**config.mk**
```make
export PLATFORM = sky130hd
export DESIGN_NAME = aud_pwm_dac
export DESIGN_NICKNAME = d
export VERILOG_FILES = /design/src/rtl/aud_dac_pkg.sv /design/src/rtl/aud_sample_fifo.sv /design/src/rtl/aud_pwm_dac.sv
export SDC_FILE = /design/constraint.sdc
export NUM_CORES = 1
export LEC_CHECK = 0
export CORE_UTILIZATION = 45
export DETAILED_ROUTE_END_ITERATION = 10
export REMOVE_ABC_BUFFERS = 1
export SYNTH_ARGS = -nofsm -noshare
export SYNTH_HDL_FRONTEND = slang
export SYNTH_HIERARCHICAL = 1
export SYNTH_SLANG_ARGS = --single-unit
```
**constraint.sdc**
```tcl
create_clock -name clk -period 4.2 [get_ports clk]
set_input_delay 0.63 -clock clk [delete_from_list [all_inputs] [get_ports clk]]
set_output_delay 0.63 -clock clk [all_outputs]
set_load 0.02 [all_outputs]
```
**src/rtl/aud_dac_pkg.sv**
```systemverilog
// Shared types and default parameters for the PWM audio DAC slice.
// The playback FSM state encoding lives here so the top and the bench agree on it.
package aud_dac_pkg;

   localparam int SAMPLE_W_DEF   = 10;
   localparam int FIFO_DEPTH_DEF = 4;

   typedef enum logic [1:0] {
      ST_OFF   = 2'd0,
      ST_PRIME = 2'd1,
      ST_PLAY  = 2'd2
   } dac_state_t;

endpackage

```
**src/rtl/aud_sample_fifo.sv**
```systemverilog
// Synchronous sample FIFO with flush; push is ignored when full, pop when empty.
// DEPTH must be a power of two so the pointers wrap without extra logic.
module aud_sample_fifo
   import aud_dac_pkg::*;
#(
   parameter int WIDTH = SAMPLE_W_DEF,
   parameter int DEPTH = FIFO_DEPTH_DEF
) (
   input  logic                       clk,
   input  logic                       rst_n,
   input  logic                       flush,
   input  logic                       push,
   input  logic                       pop,
   input  logic [WIDTH-1:0]           din,
   output logic [WIDTH-1:0]           dout,
   output logic                       full,
   output logic                       empty,
   output logic [$clog2(DEPTH):0]     level
);

   localparam int PTR_W = (DEPTH > 1) ? $clog2(DEPTH) : 1;
   localparam int LVL_W = $clog2(DEPTH) + 1;
   localparam logic [LVL_W-1:0] LVL_FULL = LVL_W'(DEPTH);

   logic [WIDTH-1:0] mem [DEPTH];
   logic [PTR_W-1:0] wr_ptr;
   logic [PTR_W-1:0] rd_ptr;
   logic             do_push;
   logic             do_pop;

   assign full    = (level == LVL_FULL);
   assign empty   = (level == '0);
   assign do_push = push && !full;
   assign do_pop  = pop && !empty;
   assign dout    = mem[rd_ptr];

   always_ff @(posedge clk or negedge rst_n) begin
      if (!rst_n) begin
         wr_ptr <= '0;
         rd_ptr <= '0;
         level  <= '0;
      end else if (flush) begin
         wr_ptr <= '0;
         rd_ptr <= '0;
         level  <= '0;
      end else begin
         if (do_push) wr_ptr <= wr_ptr + PTR_W'(1);
         if (do_pop)  rd_ptr <= rd_ptr + PTR_W'(1);
         unique case ({do_push, do_pop})
            2'b10:   level <= level + LVL_W'(1);
            2'b01:   level <= level - LVL_W'(1);
            default: level <= level;
         endcase
      end
   end

   // NOTE: storage is deliberately not reset; level/pointers gate every read, so stale data is never observed.
   always_ff @(posedge clk) begin
      if (do_push) mem[wr_ptr] <= din;
   end

endmodule

```
**src/rtl/aud_pwm_dac.sv**
```systemverilog
// PWM audio DAC: buffered samples set the duty of a 2^SAMPLE_W-cycle PWM period.
// Optional feature: define AUD_DAC_UNDERRUN_CNT_EN to add a saturating underrun_count output.
module aud_pwm_dac
   import aud_dac_pkg::*;
#(
   parameter int SAMPLE_W   = SAMPLE_W_DEF,
   parameter int FIFO_DEPTH = FIFO_DEPTH_DEF
) (
   input  logic                          clk,
   input  logic                          rst_n,
   input  logic                          enable,
   input  logic [SAMPLE_W-1:0]           sample_in,
   input  logic                          sample_in_valid,
   output logic                          sample_in_ready,
   output logic                          aud_pwm,
   output logic                          aud_sd,
   output logic                          underrun,
`ifdef AUD_DAC_UNDERRUN_CNT_EN
   output logic [15:0]                   underrun_count,
`endif
   output logic [$clog2(FIFO_DEPTH):0]   fifo_level
);

   localparam logic [SAMPLE_W-1:0] CNT_MAX = '1;

   dac_state_t          state, state_next;
   logic [SAMPLE_W-1:0] counter, counter_next;
   logic [SAMPLE_W-1:0] duty, duty_next;
   logic                pwm_next;
   logic                sd_next;
   logic                underrun_next;
   logic                pop;
   logic                flush;
   logic                fifo_full;
   logic                fifo_empty;
   logic [SAMPLE_W-1:0] fifo_dout;

   // Ready comes only from registered state, never from this cycle's pop.
   assign sample_in_ready = (state != ST_OFF) && !fifo_full;
   assign flush           = (state_next == ST_OFF);

   aud_sample_fifo #(
      .WIDTH (SAMPLE_W),
      .DEPTH (FIFO_DEPTH)
   ) u_fifo (
      .clk   (clk),
      .rst_n (rst_n),
      .flush (flush),
      .push  (sample_in_valid && sample_in_ready),
      .pop   (pop),
      .din   (sample_in),
      .dout  (fifo_dout),
      .full  (fifo_full),
      .empty (fifo_empty),
      .level (fifo_level)
   );

   // NOTE: every output of this block gets a default first, so no path can infer a latch.
   always_comb begin
      state_next    = state;
      counter_next  = counter;
      duty_next     = duty;
      pwm_next      = 1'b0;
      sd_next       = 1'b0;
      underrun_next = 1'b0;
      pop           = 1'b0;
      unique case (state)
         ST_OFF: begin
            counter_next = '0;
            if (enable) state_next = ST_PRIME;
         end
         ST_PRIME: begin
            if (!enable) begin
               state_next   = ST_OFF;
               counter_next = '0;
            end else if (!fifo_empty) begin
               pop          = 1'b1;
               duty_next    = fifo_dout;
               counter_next = '0;
               sd_next      = 1'b1;
               state_next   = ST_PLAY;
            end
         end
         ST_PLAY: begin
            if (!enable) begin
               state_next   = ST_OFF;
               counter_next = '0;
            end else begin
               sd_next      = 1'b1;
               pwm_next     = (counter < duty);
               counter_next = counter + SAMPLE_W'(1);
               // Period boundary: reload duty for the next period or flag starvation.
               if (counter == CNT_MAX) begin
                  if (!fifo_empty) begin
                     pop       = 1'b1;
                     duty_next = fifo_dout;
                  end else begin
                     underrun_next = 1'b1;
                  end
               end
            end
         end
         default: begin
            state_next   = ST_OFF;
            counter_next = '0;
         end
      endcase
   end

   always_ff @(posedge clk or negedge rst_n) begin
      if (!rst_n) begin
         state    <= ST_OFF;
         counter  <= '0;
         duty     <= '0;
         aud_pwm  <= 1'b0;
         aud_sd   <= 1'b0;
         underrun <= 1'b0;
      end else begin
         state    <= state_next;
         counter  <= counter_next;
         duty     <= duty_next;
         aud_pwm  <= pwm_next;
         aud_sd   <= sd_next;
         underrun <= underrun_next;
      end
   end

`ifdef AUD_DAC_UNDERRUN_CNT_EN
   always_ff @(posedge clk or negedge rst_n) begin
      if (!rst_n) begin
         underrun_count <= '0;
      end else if (underrun_next && (underrun_count != 16'hFFFF)) begin
         underrun_count <= underrun_count + 16'd1;
      end
   end
`endif

endmodule

```
After elaboration in Yosys (flattened, before gate mapping)
Memories as Yosys holds them, arrays and structs flattened.
Index checks and enable logic that the tools add are counted.

cells by class
  add/sub/neg operators = 5
  magnitude comparators = 1
  eq/ne operators = 10
  muxes and demuxes = 35
  reduce and logical (&&, ||, !) cells = 15

operators by type and width
  kind                   number
  $mux 10                7
  $pmux 10 s2            2
  $mux 2                 8
  $mux 1                 13
  $add 10x1->10 const B  1
  $eq 10x10->1 const B   1
  $lt 10x10->1           1
  $reduce_bool 2->1      4
  $ne 2x2->1 const B     3
  $pmux 2 s3             1
  $pmux 3 s2             1
  $add 2x1->2 const B    2
  $eq 2x1->1 const B     2
  $eq 2x2->1 const B     2
  $logic_and 1x1->1      4
  $logic_not 2->1        2
  $pmux 1 s2             2
  $reduce_and 4->1       1
  $add 3x1->3 const B    1
  $eq 3x3->1 const B     1
  $logic_not 3->1        1
  $mux 3                 1
  $ne 3x3->1 const B     1
  $reduce_bool 3->1      1
  other kinds (2)        3

word-level totals
  register bits = 32
  memory bits (writable) = 40
  input bits = 14
  output and inout port bits = 7
  word-level logic and storage cells = 76
  memories kept = 1

memories
  name        depth  bits a word  rd ports  clocked after memory_dff  write ports  RTL line               source
  u_fifo.mem  4      10           1         0                         1            aud_sample_fifo.sv:25  logic [WIDTH-1:0] mem [DEPTH];

Depth between registers and ports, before layout
Gate-level depths: netlist of the first run.

  depth after elaboration = 9
  gate-level depth with buffers = 11
  mapped depth without buffers = 10

By module
The synthesis of the first run kept the hierarchy.

modules (own cells, without submodules)
  module           instances  cells an instance  area an instance (sq um)  sequential area each (sq um)
  aud_sample_fifo  1          113                1980.6                    1376.3
  aud_pwm_dac      1          144                1497.7                    625.6

Worst setup path after synthesis of the first run
Ideal clock, no wire load.

  path kind = flip-flop to flip-flop
  start = reg state[0]
  end = reg u_fifo.level[1]
  setup time = 128 ps
  arrival time = 2634 ps
  data required time = 4072 ps
  setup slack = 1438 ps
  stages on the path, launching flop included = 12
  path buffers = 1
  clock period less this slack = 2762 ps
  cell sequence = dfrtp_1 > inv_1 > ha_1 > clkbuf_1 > nand2_1 > or3_1 > a21oi_1 > or2b_1 > a21oi_1 > fa_1 > a31oi_1 > nor3_1

between the ends
  elaborated cells on any way between the ends = 20
  those cells by class = eq/ne (4); mux (8); reduce/logical (8)

RTL lines
  item                                             RTL line               source
  start: declaration                               aud_pwm_dac.sv:26      dac_state_t state, state_next;
  start signal: assignment                         aud_pwm_dac.sv:119     state <= state_next;
  $eq 2x2->1 / $eq 2x1->1 (equally long branches)  aud_pwm_dac.sv:67      unique case (state)
  $pmux 1 s2 (*)                                   aud_pwm_dac.sv:67
  named net pop                                    aud_pwm_dac.sv:32      logic pop;
  $logic_and 1x1->1 (*)                            aud_sample_fifo.sv:34  assign do_pop = pop && !empty;
  $eq 2x1->1 / $eq 2x2->1 (equally long branches)  aud_sample_fifo.sv:49  unique case ({do_push, do_pop})
  $pmux 3 s2                                       aud_sample_fifo.sv:49
  $mux 3                                           aud_sample_fifo.sv:42  end else if (flush) begin
  end signal: assignment                           aud_sample_fifo.sv:50  2'b10: level <= level + LVL_W'(1);
  end signal: assignment                           aud_sample_fifo.sv:51  2'b01: level <= level - LVL_W'(1);
  end signal: assignment                           aud_sample_fifo.sv:52  default: level <= level;
  end: declaration                                 aud_sample_fifo.sv:18  output logic [$clog2(DEPTH):0] level

The timed path passes the listed nets; every way through them passes the cells marked *.
A chain may end at the register's enable or synchronous reset.

Final worst setup path of the first run
  start = in enable
  end = reg u_fifo.level[1]

between the ends
  longest elaborated chain between the ends = 6
  elaborated cells on any way between the ends = 14
  those cells by class = eq/ne (2); mux (9); reduce/logical (3)

RTL lines
  item                                             RTL line                              source
  start: declaration                               aud_pwm_dac.sv:11                     input logic enable,
  $mux 1 (on tied branches)                        aud_pwm_dac.sv:85, aud_pwm_dac.sv:73
  $pmux 1 s2 (*)                                   aud_pwm_dac.sv:67
  named net pop                                    aud_pwm_dac.sv:32
  $logic_and 1x1->1 (*)                            aud_sample_fifo.sv:34
  $eq 2x1->1 / $eq 2x2->1 (equally long branches)  aud_sample_fifo.sv:49
  $pmux 3 s2                                       aud_sample_fifo.sv:49
  $mux 3                                           aud_sample_fifo.sv:42

Marks and branches as above.

==> results of run 1 <==
sequential cells by signal (all words and copies together) (netlist names):
signal and flops:
aud_pwm 1, aud_sd 1, counter 10, duty 10, state 2, u_fifo/level 3, u_fifo/mem 40, u_fifo/rd_ptr 2
u_fifo/wr_ptr 2, underrun 1
Yosys cell counts, types with 2 or more instances:
master    count
or2b_1        2
nand4_1       2
or3_1         2
clkbuf_1      2
nand3_1       6
xnor2_1       3
buf_6         2
nor3_1        5
ha_1         18
xor2_1        7
nand2b_1      4
nor2_1       24
a21oi_1      11
and2_1        8
inv_1        19
a31oi_1       2
buf_2         3
o21a_1        2
mux2_4       10
edfxtp_1     40
dfrtp_1      32
mux4_2       10
a21o_1        2
nand2_1       7
a211oi_1      3
o21ai_0       4
layer usage:
layer | global-route usage, % | routed length [um] | up-vias | share of wire [%]
li1 | - | - | 979 | -
met1 | 20.8 | 2800 | 974 | 48
met4 | 6.05 | 61 | 0 | 1.0
met5 | 0 | 0 | - | 0
met3 | 4.57 | 193 | 7 | 3.3
met2 | 25.3 | 2840 | 37 | 48
critical path: stages:
cell             delay (ns)
clkdlybuf4s50_1        0.63
nand2_1                0.10
or3_1                  0.38
a21oi_1                0.13
buf_4                  0.16
or2b_1                 0.26
a21oi_1                0.16
fa_1                   0.45
a31oi_1                0.14
nor3_1                 0.07
how the worst max path moves through the flow:
| stage | from | end | slack (ns) | depth (start not counted) |
|---|---|---|---|---|
| 4_1_cts | enable | u_fifo/level[1] | 1.34 | 10 |
| 2_1_floorplan | state[0] | u_fifo/level[1] | 1.53 | 10 |
| 3_5_place_dp | enable | u_fifo/level[1] | 0.97 | 10 |
| 6_report | enable | u_fifo/level[1] | 1.30 | 10 |
| 5_1_grt | enable | u_fifo/level[1] | 1.11 | 10 |
| 3_3_place_gp | enable | u_fifo/level[1] | 0.98 | 10 |
power groups by stage:
stage | combinational [mW] | clock (mW) | sequential [mW]
2_1_floorplan | 0.408 | 0 | 0.921
3_3_place_gp | 0.555 | 0 | 0.930
3_5_place_dp | 0.558 | 0 | 0.935
4_1_cts | 0.560 | 0.570 | 0.921
5_1_grt | 0.618 | 0.599 | 0.933
6_report | 0.555 | 0.551 | 0.919
logic make-up after synthesis:
group / Yosys count / share of synthesized area (%)
AND/OR/NAND/NOR: 72 / 11.1
flip-flops: 72 / 57.6
AO/OA/AOI/OAI: 34 / 6.73
buffers and inverters: 28 / 3.67
multiplexers: 22 / 11.4
adder cells (fa/ha/maj): 19 / 7.05
XOR/XNOR: 10 / 2.52
area by class of cell:
cell class	count	share of cell area (%)
Clock buffer	9	3.12
Clock inverter	7	1.92
Inverter	20	1.89
Multi-Input combinational cell	157	34.0
Sequential cell	72	50.5
Tap cell	99	3.12
Timing Repair Buffer	22	5.43
stage by stage:
step	utilization, %	hold slack (ns)	instance area, sq um	total power, mW
final	53.8	0.513	3970	2.03
after global routing	53.8	0.526	3970	2.15
after CTS	53.8	0.519	3970	2.05
after detailed placement	51.1	0.498	3760	1.49
after global placement	51.1	0.497	3760	1.49
after floorplan	-	0.334	3430	1.33
==> summary.md, run 1 <==
| Metric | Value |
|---|---|
| Status | complete, no violations |
| Average cell area after synthesis | 13.5 sq um |
| Worst vdd ir | 0.000249 V |
| WS Path Type | in2reg |
| Clk_lat worst skew | 0.35 ns |
| Setup tns final | 0 ns |
| Routed WL per cell | 15.3 um |
| Via count | 1997 |
| Count of unique library cells instantiated by Yosys | 53 |
| Max cap viols | 0 |
| Final Critical Period | 2.90 ns |
| Synth Cell Area | 0.00348 sq mm |
| Final GP Congestion | 0.779 |
| # fillers | 656 |
| Sw Ratio | 31.1% |
| Crit path arrival time | 3.12 ns |
| Most frequent cells in the layout | edfxtp_1 (40), dfrtp_1 (32), nor2_1 (24) |
| RR Endpoint | u_fifo/level[1] |
| Worst setup EP type | flop |
| Post-CTS Hold Fix Bufs | 0 |
| Worst Hold Launch | duty[6] |
| Commonest non-fill, non-tap cell in the layout | edfxtp_1 |
| Worst R2R Setup Slack | 1.38 ns |
| Worst Path Max Fanout | 9 |
| Via/cell ratio | 5.17 |
| Clk buf depth | 2 |
| First-pass GRT wire length | 9760 um |
| Final critical-path setup slack | 1.30 ns |
| Fin Clk Skew | 0.00923 ns |
| Largest net degree at the start of global routing | 33 |
| Slew HR | 46.5% |
| Die H | 89.9 um |
| RR Startpoint | state[0] |
| Top cells by area, synth | edfxtp_1 (35%), dfrtp_1 (23%), ha_1 (6.5%) |
| Post-synth EDFFs | 40 |
| Internal power | 1.40 mW |
| Final non-filler cell total | 386 |
| GRT Total Usage | 15.9% |
| Pwr/cell area | 511 mW/mm^2 |
| Hold depth | 1 |
| DRT antenna net count | 0 |
| I/O Buffers | 20 |
| TritonCTS Buffers | 9 |
| Placed Cells | 370 |
| Multi-input combinational cell area | 0.00135 sq mm |
| Top Ports | 21 |
| FFs w/ async S/R, synth | 44.4% |
| H-Tree Level Count | 3 |
| Comb pwr share | 27.4% |
| Die area | 0.00809 sq mm |
| Register area share after synthesis | 57.6% |
| CP Launch Type | input port |
| Post-Syn Instances | 257 |
| Storage cell area | 0.00200 sq mm |
| Worst Path Required | 4.42 ns |
| Row count | 31 |
| Yosys reg bits | 72 |
| Diodes inserted | 0 |
| Final wirelength | 5890 um |
| Root Buffer Master | clkbuf_8 |
| CTS sink count | 72 |
| Clock Pin Slew Worst Setup and Hold Paths | 0.08 ns |
| 1st-iter DRT viols | 70 |
| Final-report max-slew violation count | 0 |
| Synthesis Warnings | 6 |
| Die extent in x | 89.9 um |
| Antenna violations before repair | 0 |
| Sw power | 630 uW |
| Unrepaired setup endpoints after global routing | no |
| Lkg Pwr | 1.58 nW |
| Area grow syn2layout | 14.0% |
| Primary FF master, synth | edfxtp_1 |
| Cts repair resizes | 0 |
| CTS tree | yes |
| Post-synth top area cell | edfxtp_1 |
| Reg power frac | 45.4% |
| Remaining routing DRC violations | 0 |
| Final setup violation count | 0 |
| Clk pwr share | 27.2% |
| Top cell type's share of synthesized area | 34.5% |
| Overflow left after global routing | 0 |
| Final period utilization | 68.9% |
| Post-CTS setup buffer count | 0 |
| Layout cells sized above 1 | 15.7% |
| Slew @ Worst Pin | 0.796 ns |
| Vias in the first global route | 1934 |
| Post-Place Setup Slack | 0.968 ns |
| Final nets | 315 |
| Drt pass-1 iters | 4 |
| Endpoint, Worst Hold | duty[6] |
| Max Fclk | 345 MHz |
| Hold Crit Class | reg2reg |
| Worst Reg-to-Reg Cells | 11 |
| Hold Fails Final Rpt | 0 |
| Core Box Area | 0.00737 sq mm |
| Initial Util | 47.2% |
| DPL Wire Length | 4050 um |
Note: power is estimated with default switching activity, not from simulation.
==> run 2: changes to the inputs <==
Settings changed: PLACE_DENSITY from default to 0.66.
Clock period 4.2 ns to 2.35 ns, I/O delays scaled along.
==> summary.md, run 2 (same netlist as run 1, synthesis figures left out) <==
| Metric | Value |
|---|---|
| Pwr/cell area | 872 mW/mm^2 |
| Worst R2R Setup Slack | -0.14 ns |
| Hold Crit Class | in2async |
| Lkg Pwr | 1.84 nW |
| Largest register by flop count | u_fifo/mem |
| First-pass GRT wire length | 10300 um |
| CP endpoint | u_fifo/level[1] |
| Die H | 89.9 um |
| Worst Path Max Fanout | 2 |
| Core Util, Final | 60.1% |
| Placed Cells | 407 |
| Core Box Area | 0.00737 sq mm |
| Clk buf depth | 2 |
| Largest net degree at the start of global routing | 33 |
| Initial Util | 47.2% |
| Final instance area | 0.00443 sq mm |
| Final wirelength | 6170 um |
| Die extent in x | 89.9 um |
| Most frequent cells in the layout | buf_4 (40), edfxtp_1 (40), dfrtp_1 (32) |
| Row count | 31 |
| Overflow left after global routing | 0 |
| Worst Path Required | 2.58 ns |
| Final period utilization | 106% |
| WS Path Type | reg2reg |
| Layout cells sized above 1 | 30.8% |
| I/O Buffers | 20 |
| RR Startpoint | counter[0] |
| Max Fclk | 402 MHz |
| H-Tree Level Count | 3 |
| Slew @ Worst Pin | 0.479 ns |
| DPL Wire Length | 4340 um |
| Drt pass-1 iters | 4 |
| Post-Place Setup Slack | -0.362 ns |
| Remaining routing DRC violations | 0 |
| Final-report max-slew violation count | 0 |
| Routed WL per cell | 14.4 um |
| Hold Fails Final Rpt | 0 |
| Vias in the first global route | 2126 |
| # fillers | 600 |
| Final critical-path setup slack | -0.140 ns |
| Final nets | 359 |
| Antenna violations before repair | 0 |
| Final setup violation count | 2 |
| Area grow syn2layout | 27.3% |
| 1st-iter DRT viols | 80 |
| Final non-filler cell total | 430 |
| Top Ports | 21 |
| CTS sink count | 72 |
| Root Buffer Master | clkbuf_8 |
| Fin Hold WS | 0.395 ns |
| Placed Area | 0.00411 sq mm |
| Status | complete, but fails checks |
| Crit path arrival time | 2.72 ns |
| Worst setup EP type | flop |
| Final Critical Period | 2.49 ns |
| CTS tree | yes |
| Final GP Congestion | 0.779 |
| Diodes inserted | 0 |
| RR Endpoint | u_fifo/level[1] |
| Clk_lat worst skew | 0.34 ns |
| Unrepaired setup endpoints after global routing | yes |
| Via/cell ratio | 5.08 |
| TritonCTS Buffers | 9 |
| Die area | 0.00809 sq mm |
| DRT antenna net count | 0 |
| Slew HR | 68.1% |
| CP Launch Type | flop |
| Fin Clk Skew | 0.0100 ns |
| Biggest regs | u_fifo/mem (40), counter (10), duty (10) |
| Worst vdd ir | 0.000497 V |
| Max reg flops | 40 |
| Crit path from | counter[0] |
| Max cap viols | 0 |
| Clock Pin Slew Worst Setup and Hold Paths | 0.09 ns |
| Setup tns final | -0.150 ns |
| Violated checks | negative setup slack |
| Post-CTS Hold Fix Bufs | 0 |
| GRT Total Usage | 16.3% |
| Total Power | 3.86 mW |
| Via count | 2184 |
| Worst Reg-to-Reg Cells | 10 |
[run 2: worst min path at each step]
stage / depth (start not counted) / end / slack [ns] / from
floorplan: 0 / aud_pwm / 0.06 / rst_n
global placement: 1 / duty[5] / 0.50 / duty[5]
detailed placement: 1 / duty[8] / 0.50 / duty[8]
CTS: 2 / state[1] / 0.41 / rst_n
global route: 2 / underrun / 0.43 / rst_n
finish: 2 / aud_sd / 0.39 / rst_n
[run 2: cell type report]
type | instances | area [sq um] | area share (%)
flip-flops and latches | 72 | 2000 | 45.2
multi-input cells | 157 | 1410 | 31.7
repair buffers | 66 | 612 | 13.8
clock buffers | 9 | 124 | 2.80
well taps | 99 | 124 | 2.80
clock inverters | 7 | 86.3 | 1.95
inverters | 20 | 75.1 | 1.70
[run 2: worst max-delay path: stages (launching register included)]
cell and delay [ns]:
dfrtp_1 0.37, ha_2 0.19, and2_4 0.16, nand2_4 0.05, or3_4 0.35, a21oi_4 0.18, or2b_1 0.27, a21oi_2 0.13
fa_1 0.46, a31oi_1 0.16, nor3_1 0.07
[run 2: power breakdown]
group | internal (mW) | total [mW] | switching, mW | leakage (nW)
Combinational | 0.611 | 1.21 | 0.597 | 0.949
Clock | 0.514 | 1.04 | 0.522 | 0.104
Sequential | 1.53 | 1.62 | 0.0873 | 0.789
[run 2: routing by layer]
| layer | up-vias | share of wire, % | GRT usage (%) |
|---|---|---|---|
| met5 | - | 0 | 0 |
| met4 | 0 | 1.6 | 6.85 |
| met3 | 11 | 2.7 | 2.79 |
| met2 | 33 | 49 | 27.0 |
| met1 | 1072 | 46 | 21.4 |
| li1 | 1068 | - | - |
[run 2: repair_timing]
action	CTS	global route
gates cloned	0	0
pin swaps	2	5
setup endpoints to repair	2	42
resized for setup	5	11
setup buffers	1	6
